`src/rtl/booth_multiplier_if.sv`:
```
// booth_multiplier_if
//   Start/ready handshake and operand/result bus of the Booth multiplier,
//   matching the divider's handshake in the multdiv unit.
//
//   ctrl_MULT       master -> slave   start pulse
//   data_operandA   master -> slave   multiplicand (two's complement)
//   data_operandB   master -> slave   multiplier (two's complement)
//   data_result     slave  -> master  low WIDTH bits of A*B
//   data_exception  slave  -> master  signed overflow of data_result
//   data_resultRDY  slave  -> master  one-cycle completion strobe
interface booth_multiplier_if #(
    parameter int WIDTH = 32
);
    logic             ctrl_MULT;
    logic [WIDTH-1:0] data_operandA;
    logic [WIDTH-1:0] data_operandB;
    logic [WIDTH-1:0] data_result;
    logic             data_exception;
    logic             data_resultRDY;

    modport master (
        output ctrl_MULT,
        output data_operandA,
        output data_operandB,
        input  data_result,
        input  data_exception,
        input  data_resultRDY
    );

    modport slave (
        input  ctrl_MULT,
        input  data_operandA,
        input  data_operandB,
        output data_result,
        output data_exception,
        output data_resultRDY
    );
endinterface

```
`src/rtl/booth_multiplier.sv`:
```
// booth_multiplier
//   Sequential signed WIDTH x WIDTH radix-2 Booth multiplier. One add/sub
//   and one arithmetic right shift per cycle, WIDTH iterations. Returns the
//   low WIDTH bits of the product and flags signed overflow.
//
//   clock  system clock, rising edge
//   reset  synchronous, active-low; clears all state
//   bus    booth_multiplier_if.slave (start, operands, result, exception, ready)
//
//   state  | meaning
//   -------+-----------------------------------------------------------
//   S_IDLE | waiting for ctrl_MULT
//   S_RUN  | iterating Booth steps; ctrl_MULT here aborts and restarts
//   S_DONE | data_resultRDY high for this cycle; accepts a new start
module booth_multiplier #(
    parameter int WIDTH = 32
) (
    input  logic                clock,
    input  logic                reset,
    booth_multiplier_if.slave   bus
);
    localparam int CW = $clog2(WIDTH) + 1;

    typedef enum logic [1:0] {
        S_IDLE = 2'd0,
        S_RUN  = 2'd1,
        S_DONE = 2'd2
    } state_t;

    state_t             state;
    state_t             state_next;
    logic               load;
    logic               step;
    logic               finish;

    logic [WIDTH-1:0]   m_reg;
    logic [2*WIDTH:0]   p_reg;
    logic [CW-1:0]      counter;
    logic [WIDTH-1:0]   result_q;
    logic               exception_q;
    logic               rdy_q;

    logic [WIDTH-1:0]   hi;
    logic [WIDTH-1:0]   lo;
    logic               q_1;
    logic [WIDTH:0]     hi_ext;
    logic [WIDTH:0]     m_ext;
    logic [WIDTH:0]     sum;
    logic [2*WIDTH:0]   p_step;
    logic               overflow;

    always_ff @(posedge clock) begin
        if (!reset) begin
            state <= S_IDLE;
        end else begin
            state <= state_next;
        end
    end

    always_comb begin
        state_next = state;
        load       = 1'b0;
        step       = 1'b0;
        finish     = 1'b0;
        case (state)
            S_IDLE, S_DONE: begin
                if (bus.ctrl_MULT) begin
                    load       = 1'b1;
                    state_next = S_RUN;
                end else begin
                    state_next = S_IDLE;
                end
            end
            S_RUN: begin
                if (bus.ctrl_MULT) begin
                    load = 1'b1;
                end else begin
                    step = 1'b1;
                    if (counter == CW'(WIDTH - 1)) begin
                        finish     = 1'b1;
                        state_next = S_DONE;
                    end
                end
            end
            default: state_next = S_IDLE;
        endcase
    end

    // Booth step. The add/sub is done one bit wider than the operands so the
    // bit shifted into the top is the true sign of the sum, which keeps a
    // 0x80000000 multiplicand correct even when the WIDTH-bit sum wraps.
    always_comb begin
        hi     = p_reg[2*WIDTH:WIDTH+1];
        lo     = p_reg[WIDTH:1];
        q_1    = p_reg[0];
        hi_ext = {hi[WIDTH-1], hi};
        m_ext  = {m_reg[WIDTH-1], m_reg};
        case ({lo[0], q_1})
            2'b01:   sum = hi_ext + m_ext;
            2'b10:   sum = hi_ext - m_ext;
            default: sum = hi_ext;
        endcase
        p_step = {sum[WIDTH], sum[WIDTH-1:0], lo};
        // Product is p_step[2W:1]; its upper WIDTH+1 bits must be a pure
        // sign extension of the low word for the result to be exact.
        overflow = !((&p_step[2*WIDTH:WIDTH]) || (~|p_step[2*WIDTH:WIDTH]));
    end

    always_ff @(posedge clock) begin
        if (!reset) begin
            m_reg       <= '0;
            p_reg       <= '0;
            counter     <= '0;
            result_q    <= '0;
            exception_q <= 1'b0;
            rdy_q       <= 1'b0;
        end else begin
            rdy_q <= finish;
            if (load) begin
                m_reg   <= bus.data_operandA;
                p_reg   <= {{WIDTH{1'b0}}, bus.data_operandB, 1'b0};
                counter <= '0;
            end else if (step) begin
                p_reg   <= p_step;
                counter <= counter + CW'(1);
                if (finish) begin
                    result_q    <= p_step[WIDTH:1];
                    exception_q <= overflow;
                end
            end
        end
    end

    assign bus.data_result    = result_q;
    assign bus.data_exception = exception_q;
    assign bus.data_resultRDY = rdy_q;
endmodule

```
`src/flat_wrapper.sv`:
```
// flat-port wrapper written by rule: the top's interface ports become plain ports
module booth_multiplier_flat 
#(
    parameter int WIDTH = 32
)
  (clock, reset, bus_ctrl_MULT, bus_data_operandA, bus_data_operandB, bus_data_result, bus_data_exception, bus_data_resultRDY);
  booth_multiplier_if #(.WIDTH(WIDTH)) bus_i ();
  input  logic clock;
  input  logic reset;
  input wire logic [$bits(bus_i.ctrl_MULT)-1:0] bus_ctrl_MULT;
  input wire logic [$bits(bus_i.data_operandA)-1:0] bus_data_operandA;
  input wire logic [$bits(bus_i.data_operandB)-1:0] bus_data_operandB;
  output wire logic [$bits(bus_i.data_result)-1:0] bus_data_result;
  output wire logic [$bits(bus_i.data_exception)-1:0] bus_data_exception;
  output wire logic [$bits(bus_i.data_resultRDY)-1:0] bus_data_resultRDY;
  assign bus_i.ctrl_MULT = bus_ctrl_MULT;
  assign bus_i.data_operandA = bus_data_operandA;
  assign bus_i.data_operandB = bus_data_operandB;
  assign bus_data_result = bus_i.data_result;
  assign bus_data_exception = bus_i.data_exception;
  assign bus_data_resultRDY = bus_i.data_resultRDY;
  booth_multiplier #(.WIDTH(WIDTH)) u_core (.clock(clock), .reset(reset), .bus(bus_i));
endmodule
```
`config.mk`:
```
export PLATFORM = sky130hd
export DESIGN_NAME = booth_multiplier_flat
export DESIGN_NICKNAME = d
export VERILOG_FILES = /design/src/rtl/booth_multiplier_if.sv /design/src/rtl/booth_multiplier.sv /design/src/flat_wrapper.sv
export SDC_FILE = /design/constraint.sdc
export NUM_CORES = 1
export LEC_CHECK = 0
export BUFFER_PORTS_ARGS = -buffer_cell sky130_fd_sc_hd__buf_4
export CORE_UTILIZATION = 25
export DETAILED_ROUTE_END_ITERATION = 10
export GPL_ROUTABILITY_DRIVEN = 1
export PLACE_DENSITY = 0.38
export SYNTH_ARGS = -nofsm -noshare
export SYNTH_HDL_FRONTEND = slang
export SYNTH_SLANG_ARGS = --single-unit
```
`constraint.sdc`:
```
create_clock -name clock -period 6.63 [get_ports clock]
set_input_delay 0 -clock clock [delete_from_list [all_inputs] [get_ports clock]]
set_output_delay 0 -clock clock [all_outputs]
set_load 0.005 [all_outputs]
```
# Word-level counts from Yosys, hierarchy flattened
# Index checks and enable logic that the tools add are counted.
[op_classes] n_eq_ne=7 reduce_logical=12 n_mux=14 bitwise=2 addsub=3
[op_table] operator="$mux W33" count=2
[op_table] operator="$pmux W33 S2" count=1
[op_table] operator="$add A32 B32 Y33" count=1
[op_table] operator="$reduce_and A33 Y1" count=1
[op_table] operator="$reduce_or A33 Y1" count=1
[op_table] operator="$sub A32 B32 Y33" count=1
[op_table] operator="$mux W1" count=8
[op_table] operator="$add A6 B1 Y6 const B" count=1
[op_table] operator="$eq A6 B5 Y1 const B" count=1
[op_table] operator="$eq A2 B1 Y1 const B" count=2
[op_table] operator="$eq A2 B2 Y1 const B" count=2
[op_table] operator="$mux W2" count=2
[op_table] operator="$pmux W2 S2" count=1
[op_table] operator="$reduce_or A2 Y1" count=2
[op_table] operator="$reduce_and A3 Y1" count=1
[op_table] operator="$reduce_or A3 Y1" count=1
[op_table] operator="$logic_not A1 Y1" count=2
[op_table] operator="$logic_not A2 Y1" count=1
[op_table] operator="$ne A2 B1 Y1 const B" count=1
[op_table] operator="$ne A2 B2 Y1 const B" count=1
[op_table] operator="$not A1 Y1" count=2
[op_table] operator="$reduce_and A2 Y1" count=1
[op_table] operator="$reduce_bool A2 Y1" count=1
[op_table] operator="$logic_or A1 B1 Y1" count=1
[word_totals] ff_bits=139 in_bits=67

# Longest topological paths before layout
[logic_depth] depth_word=6 mapped_depth=20 depth_no_buf=19

# Least setup slack after synthesis
# Ideal clock, no wire load.
[synth_path] path_kind="reg2reg" start="register u_core.m_reg[6]" end="register u_core.exception_q, in the netlist u_core.bus.data_exception" slack_ns=2.001 arrival_ns=4.508 setup_time_ns=0.121 path_stages_with_launch=21 path_cell_list="dfxtp_1 or4_4 or3_4 nor2_1 nand2_1 nor2_1 a31oi_1 xnor2_1 ha_1 clkbuf_1 a21o_1 a31oi_1 and2_1 a22o_1 o31ai_1 xor2_1 mux2i_1 or4b_1 nor4b_1 a311o_1 nand2_1"
[synth_via] elab_chain_cells=6 word_cells_on_any_way=8
[synth_rtl] item="start: declaration" line="booth_multiplier.sv:36" text="logic [WIDTH-1:0] m_reg;"
[synth_rtl] item="start signal: assignment" line="booth_multiplier.sv:120" text="m_reg <= bus.data_operandA;"
[synth_rtl] item="$sub A32 B32 Y33 or $add A32 B32 Y33 (tied branches)" line="booth_multiplier.sv:100, booth_multiplier.sv:99"
[synth_rtl] item="$pmux W33 S2 *" line="booth_multiplier.sv:98" text="case ({lo[0], q_1})"
[synth_rtl] item="$reduce_or A33 Y1" line="booth_multiplier.sv:106" text="overflow = !((&p_step[2*WIDTH:WIDTH]) || (~|p_step[2*WIDTH:WIDTH]));"
[synth_rtl] item="$logic_not A1 Y1" line="booth_multiplier.sv:106"
[synth_rtl] item="$logic_or A1 B1 Y1 *" line="booth_multiplier.sv:106"
[synth_rtl] item="$logic_not A1 Y1 *" line="booth_multiplier.sv:106"
[synth_rtl] item="end signal: assignment" line="booth_multiplier.sv:128" text="exception_q <= overflow;"
[synth_rtl] item="end: declaration" line="booth_multiplier.sv:40" text="logic exception_q;"
# Mark *: on every way between the ends. The rest lies on a longest branch, timed or not.
# A chain may end at the register's enable or synchronous reset.

# Worst setup path after layout
[layout_path] start="register u_core.m_reg[2]" end="register u_core.exception_q, in the netlist u_core.bus.data_exception"
# Same word-level chain as after synthesis.

==> flow_summary.ini <==
[outcome]
status = finished, final reports clean

[place]
placed_cells_incl_taps = 1622
hpwlAfterDp_um = 21100
routabilityCongestion = 0.909
dpl-instance-area_sq_mm = 0.00980
placement.io_buffers = 100

[yosys]
synth.ff_latch_count = 139
ys_top_cells_by_area = dfxtp_1 (32%), nand2_1 (8.4%), a21boi_0 (5.5%), a21oi_1 (5.1%), ha_1 (5.1%)
synthesis.yosys.warnings = 0
synthesized_netlist_net_count = 1232
yosys.cell_count.top_type = nand2_1
async_set_reset_flop_share_out_of_synthesis_pct = 0
synthFlopType = dfxtp_1
synth_area_leader_cell = dfxtp_1
synth_top_area_share_pct = 32.1
synth_cell_type_count = 75
post_synth_instance_area_sq_mm = 0.00866
number_of_enable_flip_flop_cells_after_synthesis = 0
syn-instance-count = 1129
ys_seq_area_share_pct = 32.1
synth_commonest_cells = nand2_1 (193), dfxtp_1 (139), nor2_1 (90), a21oi_1 (89), a21boi_0 (64)
avg_cell_area_syn_sq_um = 7.67

[floorplanning]
core_region_area_sq_mm = 0.0338
initial_utilization_pct = 25.6
die_w_um = 188
die-area_sq_mm = 0.0354
design.portCount = 101
row_count = 67
height_of_the_chip_um = 188

[worst_setup_path]
critical_path.max_fanout = 7
critPathCaptureType = flop
cp_cell_sequence = nor3_1, nor4b_1, nand2_1, nor2_1, a21oi_1, xnor2_1, ha_1, nor2b_1, nor3_1, nand4_1, a2111oi_0, o21ai_1, o311a_1, nor4_1, nand4_1, o311ai_1, nand2_1
slowest_stage = a2111oi_0
cp_max_stage_delay_ns = 0.88
worst_ep_arrival_time_ns = 5.97
critical_path.startpoint_type = flop
critical_path_required_ns = 6.94
timing_worst_setup_path_type = reg -> reg

[clock_network]
cts.path.max_buffers = 2
cts_tree = done
worst_skew_pair.late_latency_ns = 0.43
post_cts.repair.setup_buffers = 0
ctsHtreeMaxLevel = 4
clkSlewWorstSetupHoldPaths_ns = 0.06
clock_tree.root_cell = clkbuf_16
clock_sinks = 139
cts_made_buffers = 17

[routing]
drt.antenna.violating_nets = 0
routed-via-count = 8507
drt_first_iter_violations = 557
first_pass_drt_iterations = 5
postRouteWirelength_um = 29600
drc = 0
routed_wire_per_std_cell_um = 17.1
viasPerCell = 4.92

[power_and_ir_drop]
leakagePower_uw = 0.00427
share_seq_of_total_power_pct = 36.2
fraction_of_power_spent_switching_nets_pct = 30.4
switchingPower_uw = 757
part_of_the_power_in_combinational_logic_pct = 22.2
max_ir_drop_vdd_v = 0.000164
internal_power_uw = 1730
pwr-share-clk_pct = 41.6
power_per_cell_area_mw_per_mm2 = 222

[final_layout]
multiInputGateArea_sq_mm = 0.00552
post-route-cell-area_sq_mm = 0.0112
layout.area.seq_sq_mm = 0.00278
final-instance-count-excl-fill = 1730
diodes = 0
area_growth_syn_to_layout_pct = 29.2
layout.nets = 1373
layout-drive-gt1-share_pct = 13.0
largest_reg_flops = 65
nFillCells = 3664

[global_route]
grt-busiest-layer = met2
grt_pass1_vias = 8338
grt_antenna_before_repair = 0
grt_util_met2_pct = 25.7
gr_util_met3_pct = 3.22
gr-total-overflow = 0
grt_usage_pct = 16.9
grt_max_degree = 68
met1_use_gr_pct = 24.2
grt_pass1_wl_um = 47300

[timing]
setup-tns-final_ns = 0
max_freq_mhz = 177
final.setup_skew_ns = 0.0166
unrepaired_setup_endpoints_after_global_routing = false
worst-slew-pin-transition_ns = 1.12
timing_hold_violations_final = 0
final-max-slew-violation-count = 0
fin_crit_sh_pct = 85.4
finalWorstPathRequiredPeriod_ns = 5.66
setup_violations = 0
timing.max_slew.rel_slack_pct = 24.9

[hold_path]
min_path_type = in -> reg

[run]
drv_cap = 0
-- cell usage in the layout, fill, tap and decap left out, types with 17 or more instances in the layout --
cell           count
nand2_1          193
dfxtp_1          139
buf_4            113
nor2_1            89
a21oi_1           88
dlygate4sd3_1     77
a21boi_0          64
o21ai_0           56
xnor2_1           36
nand2b_1          35
ha_1              35
o221ai_1          33
a211oi_1          26
nor3_1            25
inv_1             22
nand3_1           17
clkbuf_16         17
-- power groups by stage --
stage	Clock, uW	Combinational [uW]	Sequential, uW
after floorplan	0	367	908
after global placement	0	516	920
after detailed placement	0	514	919
after CTS	1070	553	900
after global routing	1100	613	906
final	1040	553	900
-- final timing paths --
| path | from | end | slack [ns] | cells past startpoint |
|---|---|---|---|---|
| max reg2reg | u_core.m_reg[2] | u_core.bus.data_exception | 0.97 | 17 |
| min | bus_data_operandB[28] | u_core.p_reg[29] | 0.02 | 4 |
| max | u_core.m_reg[2] | u_core.bus.data_exception | 0.97 | 17 |
| min reg2reg | u_core.p_reg[0] | u_core.p_reg[0] | 0.46 | 2 |
-- timing repair --
item / 4_1_cts / 5_1_grt
hold buffers: 77 / 0
resized for setup: 0 / 0
endpoints found under the setup margin: 0 / 0
hold endpoints to repair: 67 / 0
-- layout make-up --
type	count	share of cell area, %
Multi-Input combinational cell	898	49.3
Sequential cell	139	24.9
Timing Repair Buffer	190	14.5
Tap cell	448	5.01
Clock buffer	18	3.83
Clock inverter	13	1.72
Inverter	24	0.805
-- metal layers --
| layer | share of wire, % | vias up |
|---|---|---|
| met4 | 0.88 | 0 |
| li1 | - | 4320 |
| met2 | 44 | 173 |
| met1 | 51 | 4000 |
| met5 | 0 | - |
| met3 | 4.4 | 14 |
-- metrics by stage --
| step | hold WS (ns) | utilization (%) | setup WS [ns] | total power, uW |
|---|---|---|---|---|
| after floorplan | 0.145 | - | 2.00 | 1270 |
| after global placement | 0.264 | 29.0 | 1.29 | 1440 |
| after detailed placement | 0.272 | 29.0 | 1.01 | 1430 |
| after CTS | 0.000358 | 33.1 | 0.974 | 2520 |
| after global routing | 0.0121 | 33.1 | 0.430 | 2620 |
| final | 0.0184 | 33.1 | 0.969 | 2490 |
-- critical path: cells and delay by family, from the launching register on --
| kind | cells | cell delay (ns) |
|---|---|---|
| flip-flops | 1 | 0.35 |
| adder cells (fa/ha/maj) | 1 | 0.34 |
| XOR/XNOR | 1 | 0.26 |
| AO/OA/AOI/OAI | 5 | 1.69 |
| AND/OR/NAND/NOR | 10 | 2.91 |
-- logic make-up (layout without fill, tap and decap cells) --
kind of cell,Yosys count,after routing,synth area share [%]
AND/OR/NAND/NOR,435,435,23.4
AO/OA/AOI/OAI,359,359,27.6
flip-flops,139,139,32.1
buffers and inverters,92,245,4.38
XOR/XNOR,51,51,5.16
adder cells (fa/ha/maj),36,36,5.29
multiplexers,17,17,2.07
Note: power is estimated with default switching activity, not from simulation.
